[config.mk]
export PLATFORM = sky130hd
export DESIGN_NAME = pe_mac_sequencer
export DESIGN_NICKNAME = d
export VERILOG_FILES = /design/src/rtl/pe_mac_sequencer.sv
export SDC_FILE = /design/constraint.sdc
export NUM_CORES = 1
export LEC_CHECK = 0
export ABC_AREA = 1
export ABC_CLOCK_PERIOD_IN_PS = 2100
export CAP_MARGIN = 20
export CORE_ASPECT_RATIO = 0.7
export CORE_MARGIN = 2
export CORE_UTILIZATION = 35
export CTS_BUF_LIST = sky130_fd_sc_hd__clkbuf_2
export DETAILED_ROUTE_END_ITERATION = 16
export PLACE_DENSITY = 0.66
export REMOVE_ABC_BUFFERS = 1
export SLEW_MARGIN = 20
export SYNTH_ARGS = -nofsm -noshare
export SYNTH_HDL_FRONTEND = slang
export SYNTH_SLANG_ARGS = --single-unit
[constraint.sdc]
create_clock -name clk -period 2.1 [get_ports clk]
set_input_delay 0.42 -clock clk [delete_from_list [all_inputs] [get_ports clk]]
set_output_delay 0.42 -clock clk [all_outputs]
set_load 0.1 [all_outputs]
[src/rtl/pe_mac_sequencer.sv]
// pe_mac_sequencer
// Job-level controller for a single PE MAC core. It clears the PE accumulator,
// streams vec_len operand pairs into the PE, waits for the last term to land,
// captures the PE output and offers it on a valid/ready result port.
//
// state   | meaning
// --------+-----------------------------------------------------------
// IDLE    | waiting for start; job parameters latched on start
// CLEAR   | reg_reset high for this one cycle, PE accumulator clears
// RUN     | accepting operands; each handshake fires pe_en next cycle
// DRAIN   | last term's pe_en is high, accumulator takes final term
// CAPTURE | pe_results registered into res_data at end of cycle
// OUT     | res_valid high, res_data held until res_ready

module pe_mac_sequencer #(
    parameter int W_IN  = 8,
    parameter int W_ACC = 24,
    parameter int LEN_W = 8
) (
    input  logic             clk,
    input  logic             rst,
    input  logic             start,
    input  logic             abort,
    input  logic [LEN_W-1:0] vec_len,
    input  logic             relu_en,
    input  logic             op_valid,
    output logic             op_ready,
    input  logic [W_IN-1:0]  op_a,
    input  logic [W_IN-1:0]  op_b,
    output logic             pe_en,
    output logic             mode_sel,
    output logic             reg_reset,
    output logic [W_IN-1:0]  a_mul,
    output logic [W_IN-1:0]  b_mul,
    input  logic [W_ACC-1:0] pe_results,
    output logic             res_valid,
    input  logic             res_ready,
    output logic [W_ACC-1:0] res_data,
    output logic             busy,
    output logic             done
);

    typedef enum logic [2:0] {
        S_IDLE    = 3'd0,
        S_CLEAR   = 3'd1,
        S_RUN     = 3'd2,
        S_DRAIN   = 3'd3,
        S_CAPTURE = 3'd4,
        S_OUT     = 3'd5
    } state_t;

    state_t             state_q, state_d;

    logic [LEN_W-1:0]   len_q, len_d;
    logic [LEN_W-1:0]   cnt_q, cnt_d;
    logic [LEN_W-1:0]   cnt_inc;

    logic               pe_en_q, pe_en_d;
    logic               mode_sel_q, mode_sel_d;
    logic               reg_reset_q, reg_reset_d;
    logic [W_IN-1:0]    a_mul_q, a_mul_d;
    logic [W_IN-1:0]    b_mul_q, b_mul_d;
    logic               res_valid_q, res_valid_d;
    logic [W_ACC-1:0]   res_data_q, res_data_d;
    logic               done_q, done_d;

    logic               op_hs;
    logic               last_term;
    logic               abort_act;

    // Handshake and termination decode shared by the next-state and output logic
    assign op_ready  = (state_q == S_RUN);
    assign busy      = (state_q != S_IDLE);
    assign op_hs     = op_valid && op_ready;
    assign cnt_inc   = cnt_q + LEN_W'(1);
    assign last_term = (cnt_inc == len_q);
    assign abort_act = abort && (state_q != S_IDLE);

    // State register
    always_ff @(posedge clk) begin
        if (rst) begin
            state_q <= S_IDLE;
        end else begin
            state_q <= state_d;
        end
    end

    // Next-state logic; abort wins over any same-cycle handshake
    always_comb begin
        state_d = state_q;
        case (state_q)
            S_IDLE: begin
                if (start) begin
                    state_d = S_CLEAR;
                end
            end
            S_CLEAR: begin
                if (abort) begin
                    state_d = S_IDLE;
                end else if (len_q == '0) begin
                    state_d = S_CAPTURE;
                end else begin
                    state_d = S_RUN;
                end
            end
            S_RUN: begin
                if (abort) begin
                    state_d = S_IDLE;
                end else if (op_hs && last_term) begin
                    state_d = S_DRAIN;
                end
            end
            S_DRAIN: begin
                state_d = abort ? S_IDLE : S_CAPTURE;
            end
            S_CAPTURE: begin
                state_d = abort ? S_IDLE : S_OUT;
            end
            S_OUT: begin
                if (abort || res_ready) begin
                    state_d = S_IDLE;
                end
            end
            default: begin
                state_d = S_IDLE;
            end
        endcase
    end

    // Output and datapath next values; abort drops everything and re-clears the PE
    always_comb begin
        len_d       = len_q;
        cnt_d       = cnt_q;
        mode_sel_d  = mode_sel_q;
        a_mul_d     = a_mul_q;
        b_mul_d     = b_mul_q;
        res_data_d  = res_data_q;
        pe_en_d     = 1'b0;
        reg_reset_d = 1'b0;
        res_valid_d = 1'b0;
        done_d      = 1'b0;

        if (abort_act) begin
            reg_reset_d = 1'b1;
            cnt_d       = '0;
        end else begin
            case (state_q)
                S_IDLE: begin
                    if (start) begin
                        len_d       = vec_len;
                        mode_sel_d  = relu_en;
                        reg_reset_d = 1'b1;
                        cnt_d       = '0;
                    end
                end
                S_CLEAR: begin
                    cnt_d = '0;
                end
                S_RUN: begin
                    if (op_hs) begin
                        a_mul_d = op_a;
                        b_mul_d = op_b;
                        pe_en_d = 1'b1;
                        cnt_d   = cnt_inc;
                    end
                end
                S_CAPTURE: begin
                    res_data_d  = pe_results;
                    res_valid_d = 1'b1;
                end
                S_OUT: begin
                    if (res_ready) begin
                        done_d = 1'b1;
                    end else begin
                        res_valid_d = 1'b1;
                    end
                end
                default: begin
                end
            endcase
        end
    end

    // Registered outputs and job bookkeeping
    always_ff @(posedge clk) begin
        if (rst) begin
            len_q       <= '0;
            cnt_q       <= '0;
            pe_en_q     <= 1'b0;
            mode_sel_q  <= 1'b0;
            reg_reset_q <= 1'b0;
            a_mul_q     <= '0;
            b_mul_q     <= '0;
            res_valid_q <= 1'b0;
            res_data_q  <= '0;
            done_q      <= 1'b0;
        end else begin
            len_q       <= len_d;
            cnt_q       <= cnt_d;
            pe_en_q     <= pe_en_d;
            mode_sel_q  <= mode_sel_d;
            reg_reset_q <= reg_reset_d;
            a_mul_q     <= a_mul_d;
            b_mul_q     <= b_mul_d;
            res_valid_q <= res_valid_d;
            res_data_q  <= res_data_d;
            done_q      <= done_d;
        end
    end

    assign pe_en     = pe_en_q;
    assign mode_sel  = mode_sel_q;
    assign reg_reset = reg_reset_q;
    assign a_mul     = a_mul_q;
    assign b_mul     = b_mul_q;
    assign res_valid = res_valid_q;
    assign res_data  = res_data_q;
    assign done      = done_q;

endmodule

# After elaboration in Yosys (flattened, before gate mapping)
# Index checks and enable logic that the tools add are counted.
[word_totals]
regBits = 64
latchBits = 0
mem_bits_rw = 0
romBits = 0
inputBits = 55
output_inout_bits = 47
elab_cells = 60
memories = 0
[op_classes]
add_sub_neg = 1
n_mul = 0
div = 0
n_lt_le_gt_ge = 0
n_eq_ne = 10
shifts = 0
n_mux = 19
bitwise = 3
reduce_logical = 16
[op_table]
columns = ["cell", "n"]
rows = [
  ["2-to-1 mux 3 bit", 8],
  ["one-hot mux 8 bit (3 select lines)", 1],
  ["one-hot mux 3 bit (6 select lines)", 1],
  ["2-to-1 mux 8 bit", 2],
  ["AND reduction 3 bit", 4],
  ["adder 8 x 1 -> 8 bit, second input constant", 1],
  ["equality test 8 bit", 1],
  ["logical NOT 8 bit", 1],
  ["equality test 3 x 2 -> 1 bit, second input constant", 2],
  ["equality test 3 bit, second input constant", 2],
  ["2-to-1 mux 1 bit", 6],
  ["nonzero test 3 bit", 2],
  ["OR reduction 3 bit", 2],
  ["!= test 2 bit, second input constant", 2],
  ["equality test 3 x 1 -> 1 bit, second input constant", 1],
  ["logical AND 1 bit", 3],
  ["logical NOT 3 bit", 1],
  ["!= test 3 x 2 -> 1 bit, second input constant", 1],
  ["inverter 1 bit", 3],
  ["!= test 2 x 1 -> 1 bit, second input constant", 1],
  ["one-hot mux 1 bit (2 select lines)", 1],
  ["AND reduction 2 bit", 1],
  ["OR reduction 2 bit", 1],
  ["logical OR 1 bit", 1],
]

# Longest topological paths before layout
# Gate-level depths: netlist (run 1).
[depth]
depth_word = 6
ltp_mapped = 14
depth_no_buf = 14

# Least setup slack after synthesis (run 1)
# No wires, ideal clock.
[synth_path]
path_kind = "flip-flop to flip-flop"
from = "register state_q[1]"
to = "register res_valid_q, in the netlist res_valid"
setup_time_ns = 0.112
t_arrival_ns = 1.554
required_ns = 1.988
path_slack_ns = 0.434
path_stages_with_launch = 8
n_path_buf = 0
period_less_slack_ns = 1.666
cell_sequence = "dfxtp_1 -> nor2_1 -> nand2_2 -> inv_2 -> nor2_2 -> nor2_4 -> inv_2 -> a2111oi_1"
[synth_via]
elab_chain_cells = 3
elab_cells_between_ends = 6
classes_between = "eq/ne: 2; mux: 1; reduce/logical: 3"
[synth_rtl]
columns = ["element", "line", "source"]
rows = [
  ["start, declared", "52", "state_t state_q, state_d;"],
  ["start signal, assigned", "84", "state_q <= state_d;"],
  ["nonzero test 3 bit", "-", ""],
  ["net busy", "39", "output logic busy,"],
  ["logical AND 1 bit", "77", "assign abort_act = abort && (state_q != S_IDLE);"],
  ["OR reduction 2 bit (no source line)", "-", ""],
  ["end signal, assigned", "205", "res_valid_q <= res_valid_d;"],
  ["end, declared", "63", "logic res_valid_q, res_valid_d;"],
]
# The timed path passes the listed nets, and every way through them passes these cells.
# A chain may end at the register's enable or synchronous reset.

# Worst setup path after layout (run 1)
[layout_path]
from = "register state_q[2]"
to = "output port op_ready"
[layout_via]
elab_chain_cells = 1
[layout_rtl]
columns = ["element", "line", "source"]
rows = [
  ["equality test 3 x 2 -> 1 bit", "72", "assign op_ready = (state_q == S_RUN);"],
  ["end, declared", "27", "output logic op_ready,"],
]
# Every way passes these cells.

==> results.md, run 1 <==
- Clock transition at path regs: 0.19 ns
- CORE AREA: approximately 0.0074 mm^2
- Ant. Diodes: 0
- Least-Margin Pin Slew: around 0.48 ns
- FP Rows: 26
- Most numerous cell in the Yosys netlist: dfxtp_1
- Clock sink total: 64
- Crit path launch type: register
- Total GRT Usage: between 10% and 20%
- Count of cell types in the netlist: 26
- Grt total ovfl: 0
- Hold crit path type: reg2reg
- DRT antenna net count: 0
- RSZ-0062 raised after global routing: false
- Die height: roughly 77 um
- Largest cells by area after synthesis: dfxtp_1 48%, nor2_1 8.8%, nand2_1 8.4%
- Number of synthesized flops with an enable pin: 0
- Largest net degree at the start of global routing: 30
- Yosys top cell area share: 47.8%
- Worst reg-to-reg setup slack: 0.42 ns
- Clock Tree Root: clkbuf_2
- HP Start: a_mul[7]
- Wirelength per Cell: roughly 13 um
- Initial antenna violation count: 0
- Worst Skew: ~0.023 ns
- Layout cell share with drive strength beyond 1: roughly 17%
- Final Hold Viols: 0
- CTS resizes: 0
- H-tree depth: 3
- Die area: between 0.008 and 0.009 mm^2
- Critical Path RT: 1.68 ns
- Cts hold-fix bufs: 0
- First-pass GRT wire length: roughly 12 mm
- Peak Freq: roughly 0.52 GHz
- Static leakage: 1.52 nW
- Drt initial violations: approximately 110
- Die width: around 110 um
- WP data arrival: 1.49 ns
- Synth area leader: dfxtp_1
- Max-cap violation count: 0
- Crit path time final: ~1.9 ns
- Critical Path Sink Type: output port
- Critical Path Fanout Max: 6
- Register bit total from synthesis: 64
- Placed insts: 560
- Drt pass-1 iters: 4
- Ys Warns: 0
- Slew Limit Fails: 0
- Post-CTS Setup Bufs: 0
- Global placement routability congestion: ~0.9
- Crit share post-route: 91.1%
- WHS Path Cells: 2
- Final non-filler cell total: ~570
- Post-synth ARST share: 0%
- Initial Util: between 30 and 40%
- Synth cell count leaders: 64 x dfxtp_1, 63 x nor2_1, 60 x nand2_1, 40 x nand3_1, 38 x a21oi_1
- Power density cells: about 650 mW/mm^2
- Dominant synthesized flop cell: dfxtp_1
- Final wirelength: ~7.5 mm
- CTS tree: yes
- Syn avg cell area: roughly 7.3 um^2
- Num CTS Buffers: 9
- Ports: roughly 100
- DRC: 0
- Fin nets: ~530
- Mapped Area: 0.00268 mm^2
- Filler Cells Inserted: roughly 740
- Seq/Total Area, Yosys: between 40 and 50%
- PortBufs: approximately 100
- DP HPWL: around 5.6 mm
- Final Setup Violations: 0
- Worst Hold End: a_mul[7]
- Slew HR: between 60% and 70%
- Vias in the first global route: approximately 2,500
- Vias: 2,735
- R2R cell count: 12
- Syn Inst Count: 368
- Kind of critical path: reg2out
- Worst reg2reg startpoint: cnt_q[0]
- Peak VDD IR: 0.331 mV
- Status: finished clean
- Vias per cell: 4.76
- Clock tree buffer depth: 2
- Final setup TNS: 0 ns
- Clock Latency Late Sink: 0.50 ns
- Crit Reg-Reg Endpoint: state_q[0]
- Area growth, synth to finish: 41.6%
[per-layer routing]
layer / GRT usage (%) / wire [um]
met5: 0 / 0
met4: 7.05 / 42
met3: 7.48 / 639
met2: 27.4 / 3350
met1: 25.1 / 3460
[cells by family (layout without fill, tap and decap cells)]
logic type                 count (synthesis)  count (layout)  share of synthesized area (%)
and+or+nand+nor                          179             179                           29.5
AOI/OAI and AO/OA                         79              79                           15.4
DFF                                       64              64                           47.8
buffers and inverters                     45             153                           6.82
adders and majority gates                  1               1                          0.467
[final cells by class]
cell class	instances	area (um^2)	share of cell area, %
multi-input combinational	259	1220	32.0
sequential	64	1280	33.8
tap	98	123	3.23
clock buffer	9	45.0	1.19
inverter	30	113	2.97
clock inverter	5	26.3	0.692
timing repair buffer	109	991	26.1
[state kept, by name (all words and copies together) (netlist names)]
signal     cells
a_mul          8
b_mul          8
cnt_q          8
done           1
len_q          8
mode_sel       1
pe_en          1
reg_reset      1
res_data      24
res_valid      1
state_q        3
[how the worst max path moves through the flow]
stage	to	slack, ns	cells after the start	startpoint
floorplan	state_q[0]	0.02	7	abort
global placement	state_q[0]	0.25	12	op_valid
detailed placement	state_q[0]	0.22	12	op_valid
CTS	op_ready	0.13	4	state_q[2]
global route	op_ready	0.07	4	state_q[2]
finish	op_ready	0.19	4	state_q[2]
[power breakdown]
group | switching [mW] | internal [mW]
clock | 0.446 | 0.133
sequential | 0.0291 | 1.26
combinational | 0.394 | 0.218
[cells in the final DEF, fill, tap and decap left out, types with 9 or more instances in the layout]
cell type	instances
dfxtp_1	64
nor2_1	63
nand2_1	60
clkdlybuf4s50_1	54
buf_4	52
nand3_1	40
a21oi_1	38
o21ai_0	36
inv_1	27
clkbuf_2	9
[stage by stage]
step           hold slack (ns)  instance area [um^2]  util [%]  power [mW]  worst slack (ns)
6_report                 0.473                  3790      51.6        2.48             0.187
5_1_grt                  0.425                  3790      51.6        2.61            0.0680
4_1_cts                  0.421                  3790      51.6        2.50             0.135
3_5_place_dp             0.453                  3720      50.6        1.93             0.223
3_3_place_gp             0.449                  3720      50.6        1.92             0.254
2_1_floorplan            0.449                  2610         -        1.68            0.0224
[critical path, stage by stage (launching register included)]
cell	delay, ns
dfxtp_1	0.49
inv_2	0.10
nand3_4	0.15
inv_1	0.09
buf_12	0.17
No activity file was read; power rests on OpenSTA's default activity.
==> run 2, diff against run 1 <==
--- a/config.mk
+++ b/config.mk
@@ -10,10 +10,10 @@
 export CAP_MARGIN = 20
 export CORE_ASPECT_RATIO = 0.7
 export CORE_MARGIN = 2
-export CORE_UTILIZATION = 35
+export CORE_UTILIZATION = 45
 export CTS_BUF_LIST = sky130_fd_sc_hd__clkbuf_2
 export DETAILED_ROUTE_END_ITERATION = 16
-export PLACE_DENSITY = 0.66
+export PLACE_DENSITY = 0.82
 export REMOVE_ABC_BUFFERS = 1
 export SLEW_MARGIN = 20
 export SYNTH_ARGS = -nofsm -noshare
==> results.md, run 2 (synthesis gave the netlist of run 1 again) <==
- Clock tree buffer depth: 2
- Critical Path RT: 1.68 ns
- Post-CTS Setup Bufs: 0
- Slew Limit Fails: 0
- Finished Cell Area: about 0.0038 mm^2
- Commonest non-fill, non-tap cells in the layout: 64 x dfxtp_1, 63 x nor2_1, 60 x nand2_1
- Global placement routability congestion: between 0.8 and 0.9
- Most common cell after layout, fill and taps aside: dfxtp_1
- Final non-filler cell total: 550
- Initial Util: 46.8%
- Final Hold Viols: 0
- Crit path time final: 1.91 ns
- Psw: ~860 uW
- Final wirelength: around 7.0 mm
- Grt total ovfl: 0
- Worst Skew: between 0.02 and 0.025 ns
- Peak VDD IR: about 0.41 mV
- Crit path launch type: register
- DRC: 0
- Static leakage: approximately 1.5 nW
- Placed insts: 534
- Clock Latency Late Sink: between 0.4 and 0.5 ns
- DP HPWL: about 5.1 mm
- Post-Place Worst Slack: about 0.12 ns
- Switching part of the total: between 30% and 40%
- Critical Path Fanout Max: 6
- Fin nets: ~530
- CORE AREA: around 0.0057 mm^2
- CTS tree: yes
- Clock Tree Root: clkbuf_2
- Cell internal pwr: between 1.5 and 2 mW
- RSZ-0062 raised after global routing: false
- Hold slack: around 0.48 ns
- Vias per cell: between 4 and 5
- Slew HR: 42.7%
- Max reg flops: 24
- Critical-path cell list: nor2_1 > nand2_2 > buf_12
- Die height: approximately 69 um
- Clock sink total: between 60 and 70
- Hold crit path type: in2reg
- Kind of critical path: reg2out
- Final setup TNS: 0 ns
- CTS resizes: 0
- Ant. Diodes: 0
- Drt initial violations: approximately 120
- Power density cells: 720 mW/mm^2
- Least-Margin Pin Slew: 0.858 ns
- Num CTS Buffers: 9
- WHS Path Cells: 3
- Worst path max stage delay: about 0.41 ns
- Power, Total: 2.73 mW
- PortBufs: around 100
- Crit share post-route: roughly nine tenths
- Max-cap violation count: 0
- Vias in the first global route: approximately 2,400
- Wirelength per Cell: roughly 13 um
- Ports: about 100
- Die width: 96.2 um
- Drt pass-1 iters: 4
- Worst path slowest cell: dfxtp_1
- Clock transition at path regs: around 0.19 ns
- Core Util, Final: between 60% and 70%
- Worst setup margin: between 0.15 and 0.2 ns
- Logic gate share of total power: ~22%
- Vias: roughly 2,700
- Worst reg-to-reg setup slack: ~0.34 ns
- Layout cell share with drive strength beyond 1: between 10% and 20%
- Area growth, synth to finish: 41.5%
- Largest net degree at the start of global routing: 35
- Total GRT Usage: 22.4%
- Peak Freq: 0.524 GHz
- Die area: between 0.006 and 0.007 mm^2
- Filler Cells Inserted: 476
- FP Rows: 23
- DRT antenna net count: 0
- Critical Path Sink Type: output port
- H-tree depth: 3
- Initial antenna violation count: 0
- Cts hold-fix bufs: 0
- First-pass GRT wire length: approximately 11 mm
- Reg power frac: between 40% and 50%
- Final Setup Violations: 0
- Post-DP Area: 0.00366 mm^2
- R2R cell count: 13
- WP data arrival: around 1.5 ns
- Clock power frac: between 30% and 40%
- Status: finished clean
==> run 2: changes by cell type in the layout (fill, tap and decap cells not counted), sizes merged <==
| cell | change |
|---|---|
| buf | -3 |
| clkbuf | +1 |
| clkinvlp | -1 |
| inv | +1 |
| clkinv | -1 |
| bufinv | +2 |
==> run 2: critical path, delay by kind of cell (launching register included) <==
| family | cells | cell delay (ns) |
|---|---|---|
| buf+inv | 1 | 0.20 |
| flops | 1 | 0.41 |
| simple gates | 2 | 0.39 |
==> run 2: layout make-up <==
class | instances | area [um^2] | area share (%)
sequential | 64 | 1280 | 33.8
inverter | 30 | 113 | 2.97
tap | 75 | 93.8 | 2.47
timing repair buffer | 106 | 956 | 25.2
multi-input combinational | 259 | 1220 | 32.1
clock buffer | 10 | 50.0 | 1.32
clock inverter | 6 | 82.6 | 2.18
==> run 2: metal layers <==
| layer | track usage, % | up-vias | wire, um |
|---|---|---|---|
| li1 | - | 1413 | - |
| met1 | 28.0 | 1240 | 3150 |
| met3 | 6.63 | 11 | 432 |
| met4 | 9.82 | 0 | 111 |
| met2 | 36.2 | 82 | 3330 |
| met5 | 0 | - | 0 |
==> run 2: path summary, 6_finish.rpt <==
path	start	to
worst max register to register	cnt_q[0]	state_q[0]
worst min-delay path	op_b[3]	b_mul[3]
worst min register to register	b_mul[1]	b_mul[1]
worst max-delay path	state_q[1]	busy
==> run 2: power by group through the flow <==
stage | registers, mW | clock network [mW] | logic, mW
final | 1.29 | 0.840 | 0.598
after global routing | 1.30 | 0.918 | 0.643
after CTS | 1.29 | 0.864 | 0.600
after detailed placement | 1.32 | 0 | 0.598
after global placement | 1.32 | 0 | 0.594
after floorplan | 1.44 | 0 | 0.242
==> run 3, diff against run 2 <==
--- a/config.mk
+++ b/config.mk
@@ -11,7 +11,7 @@
 export CORE_ASPECT_RATIO = 0.7
 export CORE_MARGIN = 2
 export CORE_UTILIZATION = 45
-export CTS_BUF_LIST = sky130_fd_sc_hd__clkbuf_2
+export CTS_BUF_LIST = sky130_fd_sc_hd__clkbuf_8
 export DETAILED_ROUTE_END_ITERATION = 16
 export PLACE_DENSITY = 0.82
 export REMOVE_ABC_BUFFERS = 1
==> results.md, run 3 (synthesis gave the netlist of run 1 again) <==
- Die area: roughly 0.0066 mm^2
- Most common cell after layout, fill and taps aside: dfxtp_1
- Layout cell share with drive strength beyond 1: ~17%
- Final Setup Violations: 0
- Worst reg-to-reg setup slack: about 0.38 ns
- WP data arrival: about 1.3 ns
- Clock Latency Late Sink: 0.34 ns
- CTS resizes: 0
- Filler Cells Inserted: 464
- Largest net degree at the start of global routing: 35
- Drt initial violations: approximately 140
- Hold crit path type: reg2reg
- Initial antenna violation count: 0
- CTS tree: yes
- Peak VDD IR: between 0.3 and 0.4 mV
- Power, Total: 3.05 mW
- Final Hold Viols: 0
- Max reg flops: 24
- Worst Skew: approximately 0.0064 ns
- Final setup TNS: 0 ns
- Drt pass-1 iters: 4
- Least-Margin Pin Slew: 0.864 ns
- Power density cells: about 790 mW/mm^2
- Post-CTS Setup Bufs: 0
- Die height: 68.6 um
- CORE AREA: roughly 0.0057 mm^2
- Vias: 2,746
- Clock transition at path regs: about 0.07 ns
- Peak Freq: around 0.58 GHz
- Wirelength per Cell: about 13 um
- H-tree depth: 3
- Crit path from: state_q[1]
- DRC: 0
- First-pass GRT wire length: ~11 mm
- Worst reg2reg startpoint: cnt_q[0]
- Crit share post-route: around 82%
- Initial Util: a little under half
- Vias per cell: roughly 5
- Critical-path cell list: nor2_1 > nand2_2 > buf_12
- Clock tree buffer depth: 2
- Vias in the first global route: around 2,400
- Final wirelength: just over 7 mm
- Critical Path Sink Type: output port
- Slew HR: 42.3%
- Fin nets: around 530
- Worst path max stage delay: 0.37 ns
- Critical Path Fanout Max: 6
- Crit Reg-Reg Endpoint: state_q[0]
- Status: finished clean
- Kind of critical path: reg2out
- CP endpoint: busy
- Crit path time final: 1.72 ns
- Num CTS Buffers: 9
- Worst path slowest cell: dfxtp_1
- Critical Path RT: 1.68 ns
- Cts hold-fix bufs: 0
- Commonest non-fill, non-tap cells in the layout: 64 x dfxtp_1, 63 x nor2_1, 60 x nand2_1
- Area growth, synth to finish: 44.8%
- R2R cell count: 13
- DP HPWL: 5.13 mm
- Max-cap violation count: 0
- Clock sink total: 64
- PortBufs: 101
- RSZ-0062 raised after global routing: false
- Crit path launch type: register
- Ports: about 100
- Global placement routability congestion: ~0.9
- Total GRT Usage: roughly 22%
- Slew Limit Fails: 0
- Clock Tree Root: clkbuf_8
- FP Rows: 23
- Die width: 96.2 um
- Ant. Diodes: 0
- Grt total ovfl: 0
- Static leakage: between 1.5 and 2 nW
- DRT antenna net count: 0
## run 3: metal layers
layer,track usage [%],part of all wire (%),vias to the layer above
met1,27.9,45,1256
met5,0,0,-
met3,6.63,7.0,7
met2,36.0,47,71
met4,8.39,0.89,0
li1,-,-,1412
## run 3: area by class of cell
cell class	instances	area, um^2	area share [%]
Clock buffer	10	138	3.55
Clock inverter	6	82.6	2.13
Inverter	30	113	2.90
Multi-Input combinational cell	259	1220	31.3
Sequential cell	64	1280	33.0
Tap cell	75	93.8	2.42
Timing Repair Buffer	106	956	24.6
## run 3: worst min-delay path by stage
stage / to / startpoint / slack [ns] / cells after the start
floorplan: cnt_q[7] / cnt_q[7] / 0.45 / 2
global placement: b_mul[6] / b_mul[6] / 0.45 / 2
detailed placement: b_mul[1] / b_mul[1] / 0.45 / 2
CTS: b_mul[3] / b_mul[3] / 0.47 / 2
global route: b_mul[4] / b_mul[4] / 0.48 / 2
finish: b_mul[1] / b_mul[1] / 0.47 / 2
## run 3: metrics by stage
stage | utilization (%) | hold slack, ns | setup slack [ns] | instance area [um^2] | std cells
final | 67.8 | 0.465 | 0.376 | 3880 | 550
after global routing | 67.8 | 0.483 | 0.131 | 3880 | 550
after CTS | 67.8 | 0.465 | 0.358 | 3880 | 550
after detailed placement | 63.9 | 0.454 | 0.115 | 3660 | 534
after global placement | 63.9 | 0.450 | 0.172 | 3660 | 534
after floorplan | - | 0.449 | 0.0224 | 2610 | 353
## run 3: critical path, delay by kind of cell, from the launching register on
kind                   cells  cell delay (ns)
and+or+nand+nor            2             0.39
buffers and inverters      1             0.20
DFF                        1             0.37
## run 3: where the power goes
group | switching [mW] | internal (mW)
Combinational | 0.385 | 0.212
Clock | 0.469 | 0.696
Sequential | 0.0297 | 1.26
